### src/rtl/snn_ff_pkg.sv
// Shared definitions for the pre-neuron state sweep: state-word layout,
// FSM encoding and default trace dynamics.
package snn_ff_pkg;

    localparam int unsigned TRACE_LSB = 0;
    localparam int unsigned TRACE_W   = 16;
    localparam int unsigned COUNT_LSB = 16;
    localparam int unsigned COUNT_W   = 16;
    localparam int unsigned WORD_W    = COUNT_LSB + COUNT_W;

    localparam int unsigned          DECAY_SHIFT_DEF = 3;
    localparam logic [TRACE_W-1:0]   TRACE_INC_DEF   = 16'h0100;

    typedef struct packed {
        logic [COUNT_W-1:0] count;
        logic [TRACE_W-1:0] trace;
    } state_word_t;

    typedef enum logic [2:0] {
        ST_IDLE  = 3'd0,
        ST_RD    = 3'd1,
        ST_WR    = 3'd2,
        ST_HRD   = 3'd3,
        ST_HWAIT = 3'd4
    } fsm_state_e;

endpackage

### src/rtl/pre_neuron_update_alu.sv
// Combinational trace decay/increment and spike-count update of one state word.
module pre_neuron_update_alu
    import snn_ff_pkg::*;
#(
    parameter int unsigned        DATA_WIDTH  = WORD_W,
    parameter int unsigned        DECAY_SHIFT = DECAY_SHIFT_DEF,
    parameter logic [TRACE_W-1:0] TRACE_INC   = TRACE_INC_DEF
) (
    input  logic [DATA_WIDTH-1:0] word_i,
    input  logic                  spike_i,
    output logic [DATA_WIDTH-1:0] word_c
);

    localparam int unsigned EXT_W = TRACE_W + 1;

    state_word_t        cur;
    state_word_t        nxt;
    logic [TRACE_W-1:0] decay;
    logic [EXT_W-1:0]   trace_ext;
    logic [EXT_W-1:0]   count_ext;

    always_comb begin
        cur   = state_word_t'(word_i[WORD_W-1:0]);
        decay = cur.trace >> DECAY_SHIFT;
        // A non-zero trace always decays by at least one so it reaches zero.
        if ((decay == '0) && (cur.trace != '0)) begin
            decay = TRACE_W'(1);
        end

        trace_ext = EXT_W'(cur.trace) - EXT_W'(decay);
        if (spike_i) begin
            trace_ext = trace_ext + EXT_W'(TRACE_INC);
        end
        count_ext = EXT_W'(cur.count) + EXT_W'(spike_i);

        nxt.trace = trace_ext[TRACE_W] ? '1 : trace_ext[TRACE_W-1:0];
        nxt.count = count_ext[COUNT_W] ? '1 : count_ext[COUNT_W-1:0];

        word_c              = word_i;
        word_c[WORD_W-1:0]  = nxt;
    end

endmodule

### src/rtl/pre_neuron_updater.sv
// Sweeps the pre-neuron state SRAM once per TICK (read-modify-write per word)
// and serves single-word host read-backs between sweeps.
module pre_neuron_updater
    import snn_ff_pkg::*;
#(
    parameter int unsigned        ADDR_WIDTH  = 8,
    parameter int unsigned        DATA_WIDTH  = 32,
    parameter int unsigned        SRAM_DEPTH  = 256,
    parameter int unsigned        DECAY_SHIFT = DECAY_SHIFT_DEF,
    parameter logic [TRACE_W-1:0] TRACE_INC   = TRACE_INC_DEF
) (
    input  logic                  CK,
    input  logic                  RST_N,
    input  logic                  TICK,
    output logic [ADDR_WIDTH-1:0] SPK_ADDR,
    input  logic                  SPK_IN,
    output logic                  SRAM_CS,
    output logic                  SRAM_WE,
    output logic [ADDR_WIDTH-1:0] SRAM_A,
    output logic [DATA_WIDTH-1:0] SRAM_D,
    input  logic [DATA_WIDTH-1:0] SRAM_Q,
    input  logic                  HOST_REQ,
    input  logic [ADDR_WIDTH-1:0] HOST_ADDR,
    output logic                  HOST_ACK,
    output logic [DATA_WIDTH-1:0] HOST_RDATA,
    output logic                  BUSY,
    output logic                  DONE,
    output logic                  OVERRUN
);

    localparam logic [ADDR_WIDTH-1:0] LAST_IDX = ADDR_WIDTH'(SRAM_DEPTH - 1);

    fsm_state_e            state_q, state_d;
    logic [ADDR_WIDTH-1:0] idx_q, idx_d;
    logic                  spk_q, spk_d;
    logic                  cs_q, cs_d;
    logic                  we_q, we_d;
    logic [ADDR_WIDTH-1:0] addr_q, addr_d;
    logic [ADDR_WIDTH-1:0] spk_addr_q, spk_addr_d;
    logic                  ack_q, ack_d;
    logic                  done_q, done_d;
    logic                  busy_q, busy_d;
    logic                  ovr_q, ovr_d;
    logic [DATA_WIDTH-1:0] rdata_q, rdata_d;
    logic [DATA_WIDTH-1:0] upd_word;

    pre_neuron_update_alu #(
        .DATA_WIDTH  (DATA_WIDTH),
        .DECAY_SHIFT (DECAY_SHIFT),
        .TRACE_INC   (TRACE_INC)
    ) u_alu (
        .word_i  (SRAM_Q),
        .spike_i (spk_q),
        .word_c  (upd_word)
    );

    // State and registered outputs.
    always_ff @(posedge CK or negedge RST_N) begin
        if (!RST_N) begin
            state_q    <= ST_IDLE;
            idx_q      <= '0;
            spk_q      <= 1'b0;
            cs_q       <= 1'b0;
            we_q       <= 1'b0;
            addr_q     <= '0;
            spk_addr_q <= '0;
            ack_q      <= 1'b0;
            done_q     <= 1'b0;
            busy_q     <= 1'b0;
            ovr_q      <= 1'b0;
            rdata_q    <= '0;
        end else begin
            state_q    <= state_d;
            idx_q      <= idx_d;
            spk_q      <= spk_d;
            cs_q       <= cs_d;
            we_q       <= we_d;
            addr_q     <= addr_d;
            spk_addr_q <= spk_addr_d;
            ack_q      <= ack_d;
            done_q     <= done_d;
            busy_q     <= busy_d;
            ovr_q      <= ovr_d;
            rdata_q    <= rdata_d;
        end
    end

    // Next state; SRAM strobes are derived from the next state so they are
    // valid throughout the cycle the FSM spends in RD/WR/HRD.
    always_comb begin
        state_d    = state_q;
        idx_d      = idx_q;
        spk_d      = spk_q;
        rdata_d    = rdata_q;
        spk_addr_d = spk_addr_q;
        ovr_d      = ovr_q | (TICK & (state_q != ST_IDLE));

        unique case (state_q)
            ST_IDLE: begin
                if (TICK) begin
                    state_d = ST_RD;
                    idx_d   = '0;
                end else if (HOST_REQ) begin
                    state_d = ST_HRD;
                end
            end
            ST_RD: begin
                spk_d   = SPK_IN;
                state_d = ST_WR;
            end
            ST_WR: begin
                if (idx_q == LAST_IDX) begin
                    state_d = ST_IDLE;
                end else begin
                    idx_d   = idx_q + ADDR_WIDTH'(1);
                    state_d = ST_RD;
                end
            end
            ST_HRD: begin
                state_d = ST_HWAIT;
            end
            ST_HWAIT: begin
                rdata_d = SRAM_Q;
                state_d = ST_IDLE;
            end
            default: begin
                state_d = ST_IDLE;
            end
        endcase

        done_d = (state_q == ST_WR) && (state_d == ST_IDLE);
        cs_d   = (state_d == ST_RD) || (state_d == ST_WR) || (state_d == ST_HRD);
        we_d   = (state_d == ST_WR);
        busy_d = (state_d == ST_RD) || (state_d == ST_WR);
        ack_d  = (state_d == ST_HWAIT);

        addr_d = '0;
        if ((state_d == ST_RD) || (state_d == ST_WR)) begin
            addr_d = idx_d;
        end else if (state_d == ST_HRD) begin
            addr_d = HOST_ADDR;
        end
        if (state_d == ST_RD) begin
            spk_addr_d = idx_d;
        end
    end

    // Write data and host read data follow SRAM_Q within the same cycle,
    // so these two outputs are decoded from the state rather than registered.
    assign SRAM_D     = (state_q == ST_WR)    ? upd_word : '0;
    assign HOST_RDATA = (state_q == ST_HWAIT) ? SRAM_Q   : rdata_q;

    assign SRAM_CS  = cs_q;
    assign SRAM_WE  = we_q;
    assign SRAM_A   = addr_q;
    assign SPK_ADDR = spk_addr_q;
    assign HOST_ACK = ack_q;
    assign DONE     = done_q;
    assign BUSY     = busy_q;
    assign OVERRUN  = ovr_q;

endmodule

### config.mk
export PLATFORM = sky130hd
export DESIGN_NAME = pre_neuron_updater
export DESIGN_NICKNAME = d
export VERILOG_FILES = /design/src/rtl/snn_ff_pkg.sv /design/src/rtl/pre_neuron_update_alu.sv /design/src/rtl/pre_neuron_updater.sv
export SDC_FILE = /design/constraint.sdc
export NUM_CORES = 1
export LEC_CHECK = 0
export ABC_AREA = 1
export BUFFER_PORTS_ARGS = -buffer_cell sky130_fd_sc_hd__buf_4
export CAP_MARGIN = 30
export CORE_MARGIN = 4
export CORE_UTILIZATION = 50
export DETAILED_ROUTE_END_ITERATION = 8
export HOLD_SLACK_MARGIN = 0.12
export PLACE_DENSITY = 0.85
export SETUP_SLACK_MARGIN = 0.5
export SYNTH_ARGS = -nofsm -noshare
export SYNTH_HDL_FRONTEND = slang
export SYNTH_SLANG_ARGS = --single-unit
### constraint.sdc
create_clock -name CK -period 5.46 [get_ports CK]
set_input_delay 1.365 -clock CK [delete_from_list [all_inputs] [get_ports CK]]
set_output_delay 1.365 -clock CK [all_outputs]
set_load 0.03 [all_outputs]
======== Word-level counts from Yosys, hierarchy flattened ========
Cells that the tools add are included.
word-level totals
  bits in registers ....................... 66
  input port bits ......................... 45
  output and inout bits ................... 86
  word-level logic and storage cells ...... 51
operators by class
  $add $sub $neg .......................... 4
  equal/unequal tests ..................... 9
  muxes and demuxes ....................... 15
  bitwise gates (word level) .............. 2
  reduce and logical (&&, ||, !) cells .... 9
operator list
  cell                                            count
  two-way mux 32 bit                              2
  two-way mux 16 bit                              2
  two-way mux 8 bit                               4
  adder 16 x 1 -> 17 bit                          1
  adder 17 x 9 -> 17 bit (second input constant)  1
  two-way mux 17 bit                              1
  subtractor 16 x 16 -> 17 bit                    1
  zero test 16 bit                                1
  one-hot mux 8 bit (2 select lines)              1
  nonzero test 16 bit                             1
  two-way mux 13 bit                              1
  == test 3 x 2 -> 1 bit (second input constant)  4
  one-hot mux 3 bit (4 select lines)              1
  adder 8 x 1 -> 8 bit (second input constant)    1
  == test 8 bit (second input constant)           1
  == test 3 x 1 -> 1 bit (second input constant)  2
  == test 3 bit (second input constant)           2
  zero test 3 bit                                 2
  two-way mux 3 bit                               2
  nonzero test 3 bit                              1
  logical AND 1 bit                               2
  logical OR 1 bit                                2
  bitwise AND 1 bit                               1
  two-way mux 1 bit                               1
  bitwise OR 1 bit                                1

======== Logic depth before layout (Yosys ltp) ========
Gate-level depths: netlist (run 1).
  word-level depth ........................ 8
  mapped depth ............................ 24

======== Modules after synthesis ========
Synthesis (run 1) repeated with hierarchy kept, for this count alone.
unflattened totals
  cells, all modules ...................... 678
  area, all modules ....................... 4,812.1 µm²
by module, submodules not included
  module                 times used  cells each  area an instance (µm²)  seq. area each (µm²)
  pre_neuron_updater     1           311         2,940.3                 1,651.6
  pre_neuron_update_alu  1           367         1,871.8                 0.0

======== Worst setup path after synthesis (run 1) ========
No wires, ideal clock.
  path type ............................... input to output
  start point ............................. in SRAM_Q[15]
  end point ............................... out SRAM_D[13]
  data arrival time ....................... 4,107 ps
  path slack .............................. -12 ps
  cell stages on the path ................. 22
  buffers on the path ..................... 0
  cells stage by stage .................... nor4_1 nand2_1 o41ai_1 ha_1 fa_1 inv_1 nand3_1 nand3_1 nand2_1 nand2_1 nand2_1 nand2_1 inv_1 ha_1 nand2_1 inv_1 nand3_2 nor2_4 nand3_1 nand2_1 nand2_2 a21oi_1
on the way
  word-level cells in the longest chain between the ends .. 8
ends and longest elaborated chain
  what                                                     RTL line                     source
  start: declaration                                       pre_neuron_updater.sv:21     input logic [DATA_WIDTH-1:0] SRAM_Q,
  zero test 16 bit or nonzero test 16 bit (tied branches)  pre_neuron_update_alu.sv:26  if ((decay == '0) && (cur.trace != '0)) begin
  logical AND 1 bit                                        pre_neuron_update_alu.sv:26
  two-way mux 13 bit                                       pre_neuron_update_alu.sv:26
  subtractor 16 x 16 -> 17 bit *                           pre_neuron_update_alu.sv:30  trace_ext = EXT_W'(cur.trace) - EXT_W'(decay);
  adder 17 x 9 -> 17 bit                                   pre_neuron_update_alu.sv:32  trace_ext = trace_ext + EXT_W'(TRACE_INC);
  two-way mux 17 bit *                                     pre_neuron_update_alu.sv:31  if (spike_i) begin
  two-way mux 16 bit *                                     pre_neuron_update_alu.sv:36  nxt.trace = trace_ext[TRACE_W] ? '1 : trace_ext[TRACE_W-1:0];
  two-way mux 32 bit *                                     pre_neuron_updater.sv:150    assign SRAM_D = (state_q == ST_WR) ? upd_word : '0;
  end: declaration                                         pre_neuron_updater.sv:20     output logic [DATA_WIDTH-1:0] SRAM_D,
Every way passes the cells marked *; elsewhere a longest branch is shown, timed or not.

======== Worst setup path in the final report (run 1) ========
  start point ............................. in SRAM_Q[15]
  end point ............................... out SRAM_D[12]
Same word-level chain as after synthesis.

==> flow_summary.toml, run 1 <==
[flow_run]
drv_cap = 0

[floorplan]
die_area_um2 = 10300
num_io_pins = 131
core_area_um2 = 8340
start_util_pct = 52.4
die_h_um = 101
die_x_um = 101
num_rows = 33

[timing]
skew_ns = 0.00926
fmax_ghz = 0.180
worstMarginPinSlew_ns = 0.840
fin_setup_tns_ns = -1.09
max_slew_margin_pct = 44.0
fin_crit_sh_pct = 102
finalSetupViolCount = 16
fin_crit_ns = 5.55
final-hold-violation-count = 0
fin_ws_ns = -0.0916
grt_setup_unrepaired = "true"
fin_hold_ws_ns = 0.487
slew_violations = 0

[synth]
synth-seq-cells = 66
yosysSeqAreaShare_pct = 37.8
yosys_warnings = 0
synth_top_area_share_pct = 37.8
synth_common_cells = "nand2_1 (180), inv_1 (100), dfrtp_1 (66)"
ys_types = 39
postSynthAreaPerCell_um2 = 7.14
netlist_instances = 612
synth_ff_type = "dfrtp_1"
async_flop_share_pct = 100
post-synth-top-count-cell = "nand2_1"
synthesis.nets = 675
synth_edf_count = 0
yosys-top-cells-area = "dfrtp_1 (38%), nand2_1 (15%), inv_1 (8.6%)"
synth_top_area_cell = "dfrtp_1"
syn_area_um2 = 4370

[global_routing]
grt_use_total_pct = 25.7
grt_use_met1_pct = 33.0
use_met3_pct = 4.75
grt_pass1_vias = 4707
use_met2_pct = 44.4
grt_pass1_wl_mm = 21.5
grt-ovfl-total = 0
top_usage_layer = "met2"
grt_antenna_before_repair = 0
grt_max_degree = 67

[finish]
num_antenna_cells = 0
seqCellArea_um2 = 1650
final_cells = 886
synthToLayoutAreaGrowth_pct = 43.5
drive_gt1_share_pct = 31.4
multi_input_area_um2 = 2530
utilization_pct = 75.2
finalNetCount = 839
nFillCells = 633

[placement]
dp.cells = 866
io_buffers = 130
dp_hpwl_mm = 10.3
place_congestion = 0.911

[critical_path]
cpMostUsedCell = "nand2_2"
cp-startpoint = "SRAM_Q[15]"
crit_fanout = 5
cp.required_ns = 4.09
critPathTopFamily = "simple AND/OR/NAND/NOR gates"
r2r_start = "state_q[2]"
cp.depth = 25
path_buf_inv = 6
reg2reg_slack_ns = 2.47
crit_arrival_ns = 4.19
worstSetupEndpoint = "SRAM_D[12]"
r2r_cells = 9
r2r-end = "SRAM_A[7]"
slowest_stage = "nor4_4"
path_class = "in2out"
cp-end-kind = "output pin"
startpoint_type = "input pin"
slowest_delay_ns = 0.26

[route]
drt-total-wl_mm = 13.3
routedWlPerCell_um = 15.0
drt_iter0_drc = 173
dr.pass1.iters = 5
vias_per_cell = 5.29
drc = 0
vias = 4689
ant_nets = 0

[clock_network]
cts_tree = "yes"
root_buffer = "clkbuf_8"
hold_buffers = 0
cts_buffers = 9
insertion_delay_ns = 0.34
clock-sinks = 66
clk_pin_slew_ns = 0.09
cts_max_level = 3
cts_buffer_depth = 2

[power_and_ir_drop]
p_per_area_nw_per_um2 = 470
finalPower_mw = 2.95
peakVddDrop_mv = 0.469
cellLeakagePower_nw = 3.39

[min_path]
whs_path_depth = 2
hp-class = "reg2reg"

[outcome]
violations = "negative setup slack"
status = "finished, violations left"
-- worst register-to-register path, stage by stage, from the launching register on --
cell and delay, ns:
dfrtp_1 0.44, nor2_1 0.10, nand2_2 0.39, buf_12 0.27, nor2_1 0.15, nor2_1 0.65, inv_2 0.22, nor2_1 0.32
inv_2 0.13, a22o_1 0.22
-- cell usage in the layout, fill, tap and decap left out, drive strengths merged, types with 2 or more instances in the layout --
master,instances
o22ai,2
o211ai,3
or2,3
clkinv,2
a22o,5
buf,164
ha,17
xor2,13
nand4,12
a21oi,29
nor2,47
nor4,2
a31oi,3
o21ai,48
and2,2
xnor2,6
nand2,184
nor3,12
inv,107
clkbuf,10
nand3,32
dfrtp,66
mux2,4
-- power by group --
| part | internal (mW) | switching [mW] |
|---|---|---|
| clock | 0.219 | 0.215 |
| combinational | 0.608 | 1.16 |
| sequential | 0.670 | 0.0709 |
-- final cells by class --
class	instances	area share, %
Clock buffer	9	1.98
Clock inverter	7	1.32
Inverter	103	6.21
Multi-Input combinational cell	431	40.4
Sequential cell	66	26.3
Tap cell	105	2.09
Timing Repair Buffer	165	21.7
-- worst min path at each step --
stage | startpoint | end | slack, ns
floorplan | state_q[2] | HOST_ACK | 0.48
global placement | OVERRUN | OVERRUN | 0.46
detailed placement | OVERRUN | OVERRUN | 0.45
CTS | OVERRUN | OVERRUN | 0.48
global route | OVERRUN | OVERRUN | 0.50
finish | SPK_ADDR[3] | SPK_ADDR[3] | 0.49
-- layer usage --
| layer | part of all wire [%] | routed length (µm) |
|---|---|---|
| met1 | 42 | 5540 |
| met2 | 49 | 6550 |
| met3 | 6.7 | 899 |
| met4 | 2.4 | 322 |
| met5 | 0 | 0 |
-- sequential cells by signal (all words and copies together) (netlist names) --
register  flops
BUSY          1
DONE          1
HOST_ACK      1
OVERRUN       1
SPK_ADDR      8
SRAM_A        8
SRAM_CS       1
SRAM_WE       1
idx_q         8
rdata_q      32
spk_q         1
state_q       3
-- timing repair --
item / 4_1_cts / 5_1_grt
setup buffers: 1 / 2
gates resized for setup: 22 / 8
endpoints found under the setup margin: 16 / 17
gates cloned: 0 / 1
pin swaps: 2 / 1
-- cell families after synthesis --
logic type                 share of synthesized area, %
muxes                                              1.03
AOI/OAI and AO/OA                                  12.9
xor gates and xnor gates                           3.81
DFF                                                37.8
adders and majority gates                          5.33
buffers and inverters                              10.1
and+or+nand+nor                                    29.1
-- per-stage QoR --
stage / cell area, µm² / worst slack, ns
after floorplan: 4570 / 0.168
after global placement: 5850 / -0.0863
after detailed placement: 5890 / -0.159
after CTS: 6180 / -0.0978
after global routing: 6270 / -0.252
final: 6270 / -0.0916
No activity file was read; power rests on OpenSTA's default activity.
==> inputs of run 2 (changes only) <==
- CORE_ASPECT_RATIO: not set -> 1.2
- SLEW_MARGIN: not set -> 20
==> run 2 against run 1 <==
Compared with the run above: the flow still finishes with violations (negative setup slack); final cell count increased by 2.3%; combinational power about the same; total power increased by 1.5%; non-clock buffer count increased by 8; clock power increased by 7.6%; sequential power about the same; die area about the same; via count increased by 0.36%; worst hold slack got worse by 0.016 ns; routed wire length increased by 0.11%; first-iteration DRC count increased by 72%; critical path type unchanged.
==> flow_summary.toml, run 2 (same netlist as run 1, synthesis figures left out) <==
[route]
dr.pass1.iters = 5
routedWlPerCell_um = 14.7
vias = 4706
drc = 0
ant_nets = 0
vias_per_cell = 5.19
drt-total-wl_mm = 13.3
drt_iter0_drc = 297

[power_and_ir_drop]
seqPwrFrac_pct = 24.8
cellLeakagePower_nw = 3.42
p_int_mw = 1.54
pwr-share-clk_pct = 15.6
finalPower_mw = 2.99
switching_share_pct = 48.4
peakVddDrop_mv = 0.354
p_per_area_nw_per_um2 = 472
switchingPower_mw = 1.45
p_comb_share_pct = 59.6

[timing]
finalSetupViolCount = 15
max_slew_margin_pct = 42.3
fin_crit_sh_pct = 102
fmax_ghz = 0.179
fin_crit_ns = 5.58
final-hold-violation-count = 0
grt_setup_unrepaired = "true"
fin_setup_tns_ns = -1.39
slew_violations = 0
fin_ws_ns = -0.120
worstMarginPinSlew_ns = 0.859
skew_ns = 0.0139

[finish]
final_common_cell = "nand2_1"
utilization_pct = 74.0
final_cell_mix = "nand2_1 (174), buf_4 (153), inv_1 (96), dfrtp_1 (66), o21ai_0 (46)"
drive_gt1_share_pct = 32.2
regMostFlops = "rdata_q"
final_cells = 906
finalNetCount = 847
num_antenna_cells = 0
synthToLayoutAreaGrowth_pct = 45.0
largest_reg_flops = 32

[critical_path]
crit_arrival_ns = 4.22
crit_chain = "buf_8 -> nor4_4 -> nand2_1 -> o41ai_2 -> ha_2 -> fa_2 -> inv_2 -> buf_4 -> nand2_1 -> nand3_1 -> nand2_1 -> nand2_1 -> nand2_1 -> nand2_1 -> nor2_2 -> nand3_2 -> nand2_2 -> nand2_4 -> buf_6 -> a21oi_4 -> buf_6"
path_class = "in2out"
slowest_delay_ns = 0.26
slowest_stage = "nor4_4"
cp.required_ns = 4.09
cp-end-kind = "output pin"
crit_fanout = 8
startpoint_type = "input pin"
cpMostUsedCell = "nand2_1"

[clock_network]
insertion_delay_ns = 0.35
cts_max_level = 3
cts_buffers = 9
hold_buffers = 0
clock-sinks = 66
root_buffer = "clkbuf_8"
cts_tree = "yes"
clk_pin_slew_ns = 0.07
cts_buffer_depth = 2

[floorplan]
die_area_um2 = 10300
core_area_um2 = 8560
num_rows = 37
start_util_pct = 51.0
die_x_um = 93.3
num_io_pins = 131
die_h_um = 110

[outcome]
status = "finished, violations left"
violations = "negative setup slack"

[global_routing]
grt-ovfl-total = 0
grt_pass1_vias = 4722
grt_antenna_before_repair = 0
grt_use_total_pct = 26.1
grt_max_degree = 67
grt_pass1_wl_mm = 21.8

[placement]
dp_hpwl_mm = 10.5
io_buffers = 130
place_congestion = 0.939
dp.cells = 886

[min_path]
hp-class = "reg2reg"

[flow_run]
drv_cap = 0
==> run 2: cell types whose count changed in the layout (fill, tap and decap cells not counted), sizes merged <==
cell    previous run  this run
clkinv             2         3
clkbuf            10         9
buf              164       173
inv              107       105
bufinv             1         2
==> run 2: layout make-up <==
type	count	area, µm²
inverter	103	389
sequential	66	1650
timing repair buffer	173	1400
clock inverter	7	100
tap	117	146
multi-input combinational	431	2520
clock buffer	9	124
fill	633	2230
==> run 2: critical path: cells and delay by family <==
| kind | cells | cell delay, ns |
|---|---|---|
| AOI/OAI and AO/OA | 2 | 0.41 |
| adders and majority gates | 2 | 0.48 |
| buffers and inverters | 5 | 0.59 |
| and+or+nand+nor | 12 | 1.38 |
==> run 2: stage by stage <==
stage	hold slack, ns	setup slack [ns]	instance area, µm²
floorplan	0.480	0.168	4570
detailed placement	0.451	-0.174	5970
finish	0.471	-0.120	6330
global placement	0.449	-0.114	5930
global route	0.490	-0.347	6330
CTS	0.471	-0.0982	6280
==> run 2: final timing paths <==
check / startpoint / end / slack (ns) / depth (start not counted)
max reg2reg: idx_q[0] / SRAM_A[3] / 2.89 / 9
min: OVERRUN / OVERRUN / 0.47 / 1
max in group asynchronous: RST_N / idx_q[6] / 3.79 / 1
min in group asynchronous: RST_N / rdata_q[14] / 1.09 / 1
max: SRAM_Q[15] / SRAM_D[11] / -0.12 / 21
min reg2reg: OVERRUN / OVERRUN / 0.47 / 1
==> run 2: repair_timing <==
action | in CTS | in global routing
pin swaps | 2 | 3
resized for setup | 20 | 9
gates cloned | 0 | 0
hold endpoints to repair | 0 | 0
setup buffers | 2 | 2
setup endpoints to repair | 16 | 19
==> run 2: power groups by stage <==
stage / Combinational, mW / Sequential (mW) / Clock, mW
6_report: 1.78 / 0.741 / 0.467
5_1_grt: 1.90 / 0.757 / 0.500
4_1_cts: 1.77 / 0.740 / 0.477
3_3_place_gp: 1.69 / 0.743 / 0
2_1_floorplan: 1.01 / 0.811 / 0
3_5_place_dp: 1.73 / 0.749 / 0
==> run 2: routing by layer <==
layer / track usage [%] / up-vias / routed length (µm)
li1: - / 2295 / -
met5: 0 / - / 0
met1: 30.4 / 2197 / 5130
met2: 45.7 / 163 / 6920
met4: 10.5 / 0 / 457
met3: 5.45 / 51 / 826
